<file path="config.mk">
export PLATFORM = sky130hd
export DESIGN_NAME = usb_serial_slip_flat
export DESIGN_NICKNAME = d
export VERILOG_FILES = /design/src/rtl/usb_serial_slip_if.sv /design/src/rtl/usb_serial_slip.sv /design/src/flat_wrapper.sv
export SDC_FILE = /design/constraint.sdc
export NUM_CORES = 1
export LEC_CHECK = 0
export ABC_AREA = 1
export CAP_MARGIN = 20
export CORE_MARGIN = 2
export CORE_UTILIZATION = 54
export CTS_BUF_LIST = sky130_fd_sc_hd__clkbuf_2
export CTS_CLUSTER_SIZE = 14
export DETAILED_ROUTE_END_ITERATION = 12
export PLACE_DENSITY = 0.83
export SETUP_SLACK_MARGIN = 0.2
export SLEW_MARGIN = 25
export SYNTH_ARGS = -nofsm -noshare
export SYNTH_HDL_FRONTEND = slang
export SYNTH_SLANG_ARGS = --single-unit
</file>
<file path="constraint.sdc">
create_clock -name clk_i -period 2.7 [get_ports clk_i]
set_input_delay 0.54 -clock clk_i [delete_from_list [all_inputs] [get_ports clk_i]]
set_output_delay 0.54 -clock clk_i [all_outputs]
set_load 0.01 [all_outputs]
</file>
<file path="src/rtl/usb_serial_slip_if.sv">
// SLIP codec bus bundle: user tx stream, PHY tx/rx FIFO user ports, user rx stream.
// Latency: none (wires only).
// Backpressure: carries valid/ready on the user side and full/empty on the FIFO side.
interface usb_serial_slip_if;
  logic       tx_valid_i;
  logic [7:0] tx_data_i;
  logic       tx_last_i;
  logic       tx_ready_o;
  logic       fifo_tx_write_o;
  logic [7:0] fifo_tx_data_o;
  logic       fifo_tx_full_i;
  logic       fifo_rx_read_o;
  logic [7:0] fifo_rx_data_i;
  logic       fifo_rx_empty_i;
  logic       rx_valid_o;
  logic [7:0] rx_data_o;
  logic       rx_last_o;
  logic       rx_err_o;
  logic       rx_ready_i;
  logic [7:0] err_cnt_o;

  // codec side
  modport slave (
    input  tx_valid_i, tx_data_i, tx_last_i, fifo_tx_full_i,
    input  fifo_rx_data_i, fifo_rx_empty_i, rx_ready_i,
    output tx_ready_o, fifo_tx_write_o, fifo_tx_data_o, fifo_rx_read_o,
    output rx_valid_o, rx_data_o, rx_last_o, rx_err_o, err_cnt_o
  );

  // user + PHY side
  modport master (
    output tx_valid_i, tx_data_i, tx_last_i, fifo_tx_full_i,
    output fifo_rx_data_i, fifo_rx_empty_i, rx_ready_i,
    input  tx_ready_o, fifo_tx_write_o, fifo_tx_data_o, fifo_rx_read_o,
    input  rx_valid_o, rx_data_o, rx_last_o, rx_err_o, err_cnt_o
  );
endinterface

</file>
<file path="src/rtl/usb_serial_slip.sv">
// SLIP framing codec between user byte streams and the USB serial FIFO-PHY.
// Latency: encoder writes in the accept cycle; decoder output lags by one source byte plus one cycle.
// Backpressure: full FIFO stalls the encoder in place; held rx output stops FIFO pops.
module usb_serial_slip #(
  parameter int MAXLEN  = 256,
  parameter int LEADEND = 1
) (
  input logic          clk_i,
  input logic          rst_i,
  usb_serial_slip_if.slave bus
);

  localparam logic [7:0] END     = 8'hC0;
  localparam logic [7:0] ESC     = 8'hDB;
  localparam logic [7:0] ESC_END = 8'hDC;
  localparam logic [7:0] ESC_ESC = 8'hDD;
  localparam int         LW      = $clog2(MAXLEN) + 1;

  typedef enum logic [1:0] {TX_START, TX_DATA, TX_ESC2, TX_END} tx_state_t;
  typedef enum logic       {RX_DATA, RX_DROP} rx_state_t;

  localparam tx_state_t TX_IDLE = (LEADEND != 0) ? TX_START : TX_DATA;

  // ---------------- encoder ----------------
  tx_state_t  tx_state;
  logic [7:0] tx_pend;
  logic       tx_plast;
  logic       tx_wr;
  logic [7:0] tx_byte;
  logic       tx_rdy;
  logic       tx_is_special;

  assign tx_is_special = (bus.tx_data_i == END) || (bus.tx_data_i == ESC);

  // Encoder state walk; nothing moves while the PHY FIFO is full.
  always_ff @(posedge clk_i or posedge rst_i) begin
    if (rst_i) begin
      tx_state <= TX_IDLE;
      tx_pend  <= 8'h00;
      tx_plast <= 1'b0;
    end else if (!bus.fifo_tx_full_i) begin
      case (tx_state)
        TX_START: if (bus.tx_valid_i) tx_state <= TX_DATA;
        TX_DATA: begin
          if (bus.tx_valid_i) begin
            if (tx_is_special) begin
              tx_pend  <= (bus.tx_data_i == END) ? ESC_END : ESC_ESC;
              tx_plast <= bus.tx_last_i;
              tx_state <= TX_ESC2;
            end else if (bus.tx_last_i) begin
              tx_state <= TX_END;
            end
          end
        end
        TX_ESC2: tx_state <= tx_plast ? TX_END : TX_DATA;
        TX_END:  tx_state <= TX_IDLE;
        default: tx_state <= TX_IDLE;
      endcase
    end
  end

  // FIFO write strobe, byte and user ready decoded straight from state.
  always_comb begin
    tx_wr   = 1'b0;
    tx_byte = 8'h00;
    tx_rdy  = 1'b0;
    if (!rst_i && !bus.fifo_tx_full_i) begin
      case (tx_state)
        TX_START: begin tx_wr = bus.tx_valid_i; tx_byte = END; end
        TX_DATA: begin
          tx_rdy  = 1'b1;
          tx_wr   = bus.tx_valid_i;
          tx_byte = tx_is_special ? ESC : bus.tx_data_i;
        end
        TX_ESC2: begin tx_wr = 1'b1; tx_byte = tx_pend; end
        TX_END:  begin tx_wr = 1'b1; tx_byte = END; end
        default: tx_wr = 1'b0;
      endcase
    end
    if (!tx_wr) tx_byte = 8'h00;
  end

  assign bus.tx_ready_o      = tx_rdy;
  assign bus.fifo_tx_write_o = tx_wr;
  assign bus.fifo_tx_data_o  = tx_byte;

  // ---------------- decoder ----------------
  rx_state_t   rx_state;
  logic          esc_q;
  logic [7:0]    pend_q;
  logic          pend_vld_q;
  logic [LW-1:0] len_q;
  logic          rx_vld_q, rx_last_q, rx_err_q;
  logic [7:0]    rx_dat_q;
  logic [7:0]    err_cnt_q;
  logic          rx_rd;
  logic          dec_end, dec_err, dec_dat, dec_bad, dec_esc, dec_ovf;
  logic [7:0]    dec_byte;

  assign rx_rd = !rst_i && !bus.fifo_rx_empty_i && (!rx_vld_q || bus.rx_ready_i);

  // Classify the FIFO head byte against the escape/drop context.
  always_comb begin
    dec_end  = 1'b0;
    dec_err  = 1'b0;
    dec_dat  = 1'b0;
    dec_bad  = 1'b0;
    dec_esc  = 1'b0;
    dec_byte = bus.fifo_rx_data_i;
    if (rx_state == RX_DROP) begin
      if (bus.fifo_rx_data_i == END) begin dec_end = 1'b1; dec_err = 1'b1; end
    end else if (esc_q) begin
      case (bus.fifo_rx_data_i)
        ESC_END: begin dec_dat = 1'b1; dec_byte = END; end
        ESC_ESC: begin dec_dat = 1'b1; dec_byte = ESC; end
        END:     begin dec_end = 1'b1; dec_err = 1'b1; end
        default: dec_bad = 1'b1;
      endcase
    end else begin
      case (bus.fifo_rx_data_i)
        END:     dec_end = 1'b1;
        ESC:     dec_esc = 1'b1;
        default: dec_dat = 1'b1;
      endcase
    end
    dec_ovf = dec_dat && (len_q == LW'(MAXLEN));
  end

  // Pop/decode one byte per cycle; one byte is held back so END can tag it last.
  always_ff @(posedge clk_i or posedge rst_i) begin
    if (rst_i) begin
      rx_state   <= RX_DATA;
      esc_q      <= 1'b0;
      pend_q     <= 8'h00;
      pend_vld_q <= 1'b0;
      len_q      <= '0;
      rx_vld_q   <= 1'b0;
      rx_dat_q   <= 8'h00;
      rx_last_q  <= 1'b0;
      rx_err_q   <= 1'b0;
      err_cnt_q  <= 8'h00;
    end else begin
      if (rx_vld_q && bus.rx_ready_i) rx_vld_q <= 1'b0;
      if (rx_rd) begin
        if (dec_end) begin
          if (pend_vld_q) begin
            rx_vld_q  <= 1'b1;
            rx_dat_q  <= pend_q;
            rx_last_q <= 1'b1;
            rx_err_q  <= dec_err;
          end
          if (dec_err && err_cnt_q != 8'hFF) err_cnt_q <= err_cnt_q + 8'd1;
          pend_vld_q <= 1'b0;
          len_q      <= '0;
          esc_q      <= 1'b0;
          rx_state   <= RX_DATA;
        end else if (dec_bad || dec_ovf) begin
          esc_q    <= 1'b0;
          rx_state <= RX_DROP;
        end else if (dec_esc) begin
          esc_q <= 1'b1;
        end else if (dec_dat) begin
          esc_q <= 1'b0;
          if (pend_vld_q) begin
            rx_vld_q  <= 1'b1;
            rx_dat_q  <= pend_q;
            rx_last_q <= 1'b0;
            rx_err_q  <= 1'b0;
          end
          pend_q     <= dec_byte;
          pend_vld_q <= 1'b1;
          len_q      <= len_q + LW'(1);
        end
      end
    end
  end

  assign bus.fifo_rx_read_o = rx_rd;
  assign bus.rx_valid_o     = rx_vld_q;
  assign bus.rx_data_o      = rx_dat_q;
  assign bus.rx_last_o      = rx_last_q;
  assign bus.rx_err_o       = rx_err_q;
  assign bus.err_cnt_o      = err_cnt_q;

endmodule
</file>
<file path="src/flat_wrapper.sv">
// flat-port wrapper written by rule: the top's interface ports become plain ports
module usb_serial_slip_flat 
#(
  parameter int MAXLEN  = 256,
  parameter int LEADEND = 1
)
  (clk_i, rst_i, bus_tx_valid_i, bus_tx_data_i, bus_tx_last_i, bus_fifo_tx_full_i, bus_fifo_rx_data_i, bus_fifo_rx_empty_i, bus_rx_ready_i, bus_tx_ready_o, bus_fifo_tx_write_o, bus_fifo_tx_data_o, bus_fifo_rx_read_o, bus_rx_valid_o, bus_rx_data_o, bus_rx_last_o, bus_rx_err_o, bus_err_cnt_o);
  usb_serial_slip_if bus_i ();
  input logic clk_i;
  input logic rst_i;
  input wire logic [$bits(bus_i.tx_valid_i)-1:0] bus_tx_valid_i;
  input wire logic [$bits(bus_i.tx_data_i)-1:0] bus_tx_data_i;
  input wire logic [$bits(bus_i.tx_last_i)-1:0] bus_tx_last_i;
  input wire logic [$bits(bus_i.fifo_tx_full_i)-1:0] bus_fifo_tx_full_i;
  input wire logic [$bits(bus_i.fifo_rx_data_i)-1:0] bus_fifo_rx_data_i;
  input wire logic [$bits(bus_i.fifo_rx_empty_i)-1:0] bus_fifo_rx_empty_i;
  input wire logic [$bits(bus_i.rx_ready_i)-1:0] bus_rx_ready_i;
  output wire logic [$bits(bus_i.tx_ready_o)-1:0] bus_tx_ready_o;
  output wire logic [$bits(bus_i.fifo_tx_write_o)-1:0] bus_fifo_tx_write_o;
  output wire logic [$bits(bus_i.fifo_tx_data_o)-1:0] bus_fifo_tx_data_o;
  output wire logic [$bits(bus_i.fifo_rx_read_o)-1:0] bus_fifo_rx_read_o;
  output wire logic [$bits(bus_i.rx_valid_o)-1:0] bus_rx_valid_o;
  output wire logic [$bits(bus_i.rx_data_o)-1:0] bus_rx_data_o;
  output wire logic [$bits(bus_i.rx_last_o)-1:0] bus_rx_last_o;
  output wire logic [$bits(bus_i.rx_err_o)-1:0] bus_rx_err_o;
  output wire logic [$bits(bus_i.err_cnt_o)-1:0] bus_err_cnt_o;
  assign bus_i.tx_valid_i = bus_tx_valid_i;
  assign bus_i.tx_data_i = bus_tx_data_i;
  assign bus_i.tx_last_i = bus_tx_last_i;
  assign bus_i.fifo_tx_full_i = bus_fifo_tx_full_i;
  assign bus_i.fifo_rx_data_i = bus_fifo_rx_data_i;
  assign bus_i.fifo_rx_empty_i = bus_fifo_rx_empty_i;
  assign bus_i.rx_ready_i = bus_rx_ready_i;
  assign bus_tx_ready_o = bus_i.tx_ready_o;
  assign bus_fifo_tx_write_o = bus_i.fifo_tx_write_o;
  assign bus_fifo_tx_data_o = bus_i.fifo_tx_data_o;
  assign bus_fifo_rx_read_o = bus_i.fifo_rx_read_o;
  assign bus_rx_valid_o = bus_i.rx_valid_o;
  assign bus_rx_data_o = bus_i.rx_data_o;
  assign bus_rx_last_o = bus_i.rx_last_o;
  assign bus_rx_err_o = bus_i.rx_err_o;
  assign bus_err_cnt_o = bus_i.err_cnt_o;
  usb_serial_slip #(.MAXLEN(MAXLEN), .LEADEND(LEADEND)) u_core (.clk_i(clk_i), .rst_i(rst_i), .bus(bus_i));
endmodule
</file>
* After elaboration in Yosys (flattened, before gate mapping)
Index checks and enable logic that the tools add are counted.
** Cells by class
- Add/subtract/negate cells :: 2
- Eq/ne operators :: 16
- Multiplexer cells :: 65
- Bitwise operators :: 4
- Reduce and logical (&&, ||, !) cells :: 31
** Operators with widths (count)
- two-way mux 8 bit :: 10
- equality test 8 bit, second input constant :: 6
- two-way mux 1 bit :: 42
- two-way mux 9 bit :: 4
- case mux 8 bit (3 select lines) :: 1
- case mux 8 bit (2 select lines) :: 1
- AND reduction 4 bit :: 3
- two-way mux 2 bit :: 5
- AND reduction 5 bit :: 2
- OR reduction 2 bit :: 5
- adder 9 x 1 -> 9 bit, second input constant :: 1
- equality test 9 bit, second input constant :: 1
- adder 8 x 1 -> 8 bit, second input constant :: 1
- inequality test 8 bit, second input constant :: 1
- case mux 2 bit (4 select lines) :: 1
- logical AND 1 bit :: 6
- inequality test 2 bit, second input constant :: 3
- equality test 2 bit, second input constant :: 2
- logical NOT 1 bit :: 4
- NOT 1 bit :: 4
- AND reduction 2 bit :: 2
- nonzero test 2 bit :: 2
- nonzero test 4 bit :: 1
- logical OR 1 bit :: 3
- 7 further kinds :: 7
** Storage, ports and cells
- Register bits after elaboration :: 50
- Input port bits :: 23
- Output and inout port bits :: 30
- Word-level logic and storage cells :: 131

* Logic depth before layout (Yosys ltp)
- Depth in word-level cells :: 10
- Mapped depth :: 12
- Mapped depth without buffers :: 11

* Least setup slack after synthesis
OpenSTA, ideal clock, no wires.
- Path type :: in2out
- Start :: input rst_i
- End :: output bus_fifo_rx_read_o
- Arrival :: 1.833 ns
- Data required time :: 2.160 ns
- Slack :: 0.327 ns
- Stages :: 4
- Buffers on the path :: 1
- Cells stage by stage :: inv_2 -> o21ai_0 -> nor2_4 -> buf_2
** On the way
- Longest elaborated chain between the ends :: 3
** RTL lines
- start: declaration :: RTL line flat_wrapper.sv:10 : input logic rst_i;
- logical NOT 1 bit (no source line)
- logical AND 1 bit (2 in a row) :: RTL line usb_serial_slip.sv:100 : assign rx_rd = !rst_i && !bus.fifo_rx_empty_i && (!rx_vld_q || bus.rx_ready_i);
- end: declaration :: RTL line flat_wrapper.sv:21 : output wire logic [$bits(bus_i.fifo_rx_read_o)-1:0] bus_fifo_rx_read_o;
Every way passes these cells.

* Final worst setup path
- Start :: input rst_i
- End :: output bus_fifo_tx_data_o[6]
** On the way
- Longest elaborated chain between the ends :: 4
- Elaborated cells on any way between the ends :: 5
- Those cells by class :: 3 x mux; 2 x reduce/logical
** RTL lines
- logical NOT 1 bit (no source line) (*)
- logical AND 1 bit (*) :: RTL line usb_serial_slip.sv:67 : if (!rst_i && !bus.fifo_tx_full_i) begin
- two-way mux 8 bit or two-way mux 1 bit (tied branches) :: RTL line usb_serial_slip.sv:67
- two-way mux 8 bit (*) :: RTL line usb_serial_slip.sv:80 : if (!tx_wr) tx_byte = 8'h00;
- end: declaration :: RTL line flat_wrapper.sv:20 : output wire logic [$bits(bus_i.fifo_tx_data_o)-1:0] bus_fifo_tx_data_o;
Every way passes the cells marked *; elsewhere a longest branch is shown, timed or not.

==> metrics <==
CTS tree built; final worst setup slack 0.135 ns; area leader, netlist dfrtp_1; worst slew pin tran 0.594 ns; RSZ-0062 raised after global routing true; nature of the critical path startpoint primary input; Worst Hold End u_core.tx_plast; Initial Utilization 56.9%; number of global-route vias before repair 2500; VDD IR max 0.335 mV; Avg WL per Cell 14.1 um; DRC Markers 0; synthesized area 2720 um2; Die H 75.0 um; WP buf/inv 4; share of layout cells above drive strength 1 28.7%; crit-path max cell delay 0.47 ns; most frequent cells in the layout nand2_1, dfrtp_1, buf_4; status finished, final reports clean; FF-to-FF setup slack 0.73 ns; site row count 25; FF/Latch Area 1100 um2; Total Wirelength 6960 um; utilization after layout 77.1%; post-synth cell types 33; # fillers 332; worst skew pair latency 0.43 ns; Critical R2R Launch u_core.bus.rx_valid_o; Total GRT Usage 25.7%; initial antenna violation count 0; Final #Nets 459; Detailed Place HPWL 4440 um; diodes inserted 0; WP data arrival 2.02 ns; power per standard cell area 451 nW/um2; Crit. End Element primary output; total CTS buffers 5; Slew Viols, Final 0; Syn Inst Count 335; Final Cycle Share 95.0%; Routability Congestion 0.935; final setup violation count 0; Design Power 1.67 mW; CTS clk-pin slew, worst paths 0.21 ns; top-area cell type share of the netlist area 40.4%; H-tree depth 2; CTS max path bufs 2; Mean Syn Cell Area 8.13 um2; Cell Chain, Critical Path clkdlybuf4s50_1 > nor2_1 > o31ai_4 > buf_6 > buf_4 > nor2_2 > nor2_4 > nor2_1 > buf_2; critical path peak fanout 3; P_int 1.09 mW; Max Cap Viol 0; Crit path top cell by count nor2_1; Crit path max-delay family buffers and inverters; multi-input logic area 1480 um2; IO Port Bufs 52; Leakage 1.90 nW; setup TNS 0 ns; commonest non-fill, non-tap cell in the layout nand2_1; Worst EP required 2.16 ns; slew margin rel. 60.1%; FFs w/ async S/R, synth 100%; Sink Count 44; Max Clk Rate 0.390 GHz; Vias/cell 5.14; final hold violations 0; Period minus WS final 2.56 ns; Layout area overhead 35.5%; Flop pwr share 43.5%; post-route ant nets 0; Comb pwr share 33.7%; Yosys warnings 0; Clk network pwr share 22.8%; die footprint 5630 um2; R2R depth 9; core area 4790 um2; net switching power 575 uW; Die X 75.0 um; drt first pass iters 4; initial DRC count 115; dpl ws -0.154 ns; global-route wire length before repair 11100 um; HP Start u_core.tx_plast; Clock Skew 0.0267 ns; Clock Tree Root clkbuf_2; Synth Net Count 367; Seq cells post-synth 44; register area share after synthesis 40.4%; top cells by area, synth dfrtp_1, nand2_1, nand3_1, inv_1, ha_1; gr ovfl total 0; largest net degree at the start of global routing 45; kind of critical path in2out; Post-synth EDFFs 0; CP max stage cell clkdlybuf4s50_1; detailed-route via count 2542; Hold Path Class reg2reg; hold depth 2; Worst R2R End u_core.bus.rx_data_o[0]; IO Pins 53; switching share of power 34.5%; WHS 0.510 ns; ys flop type dfrtp_1
-- state kept, by name, summed over array words and instances (netlist names) --
name / flops
u_core.len_q: 9
u_core.bus.err_cnt_o: 8
u_core.bus.rx_data_o: 8
u_core.pend_q: 8
u_core.tx_pend: 2
u_core.tx_state: 2
u_core.bus.rx_err_o: 1
u_core.bus.rx_last_o: 1
u_core.bus.rx_valid_o: 1
u_core.esc_q: 1
u_core.pend_vld_q: 1
u_core.rx_state: 1
u_core.tx_plast: 1
-- synthesized netlist by cell type (7+ instances only) --
cell and n:
xor2_1 10, nor3_1 7, nand2_1 76, inv_1 38, dfrtp_1 44, inv_2 8
o21ai_1 18, nand3_1 29, nor2_1 21, o21ai_0 8, o21ai_2 11, nand2_2 10
ha_1 9
-- power by group through the flow --
stage / registers (mW) / logic (mW) / clock network, mW
finish: 0.726 / 0.561 / 0.380
global route: 0.729 / 0.610 / 0.414
CTS: 0.726 / 0.490 / 0.386
detailed placement: 0.740 / 0.416 / 0
global placement: 0.738 / 0.401 / 0
floorplan: 0.730 / 0.249 / 0
-- cells by family (layout without fill, tap and decap cells) --
| logic type | after synthesis | in the layout | synth area share (%) |
|---|---|---|---|
| AOI/OAI and AO/OA | 48 | 48 | 11.1 |
| and+or+nand+nor | 168 | 168 | 31.4 |
| DFF | 44 | 44 | 40.4 |
| buffers and inverters | 53 | 146 | 8.73 |
| xor gates and xnor gates | 13 | 13 | 4.18 |
| adders and majority gates | 9 | 9 | 4.13 |
-- area by class of cell --
cell class,count,area share (%)
sequential,44,29.8
multi-input combinational,238,40.0
clock inverter,3,1.15
timing repair buffer,92,21.4
tap,67,2.27
clock buffer,5,0.678
inverter,46,4.68
-- per-layer routing --
metal  wire (um)  part of all wire (%)  GRT usage, %  vias to the layer above
met5           0                     0             0                        -
met4         112                   1.6          11.1                        0
met3         293                   4.2          4.95                       11
met2        3500                    50          43.6                       62
met1        3050                    44          32.1                     1206
li1            -                     -             -                     1263
-- how the worst max path moves through the flow --
stage                       startpoint                    end  depth (start not counted)
floorplan                        rst_i     bus_fifo_rx_read_o                          4
global placement      bus_tx_data_i[1]  bus_fifo_tx_data_o[3]                          9
detailed placement    bus_tx_data_i[1]  bus_fifo_tx_data_o[3]                          9
CTS                 u_core.tx_state[1]  bus_fifo_tx_data_o[6]                          9
global route        u_core.tx_state[1]  bus_fifo_tx_data_o[7]                          9
finish                           rst_i  bus_fifo_tx_data_o[6]                          9
-- worst reg2reg max path, stage by stage, from the launching register on --
cell and delay, ns:
dfrtp_1 0.43, inv_1 0.08, o21ai_0 0.13, nor2_4 0.13
buf_4 0.23, nand2_2 0.23, inv_2 0.10, nand3_2 0.33
nand2_2 0.15, nand2_1 0.06
-- stage by stage --
stage | instances | area [um2]
floorplan | 335 | 2720
global placement | 463 | 3380
detailed placement | 463 | 3380
CTS | 490 | 3620
global route | 495 | 3690
finish | 495 | 3690
-- what timing repair did --
action                                  in CTS  in global routing
endpoints found under the setup margin      11                 10
resized for setup                           43                 33
hold buffers                                 0                  0
pin swaps                                    5                  7
buffers inserted                            19                  5
(Power assumes the default switching activity.)
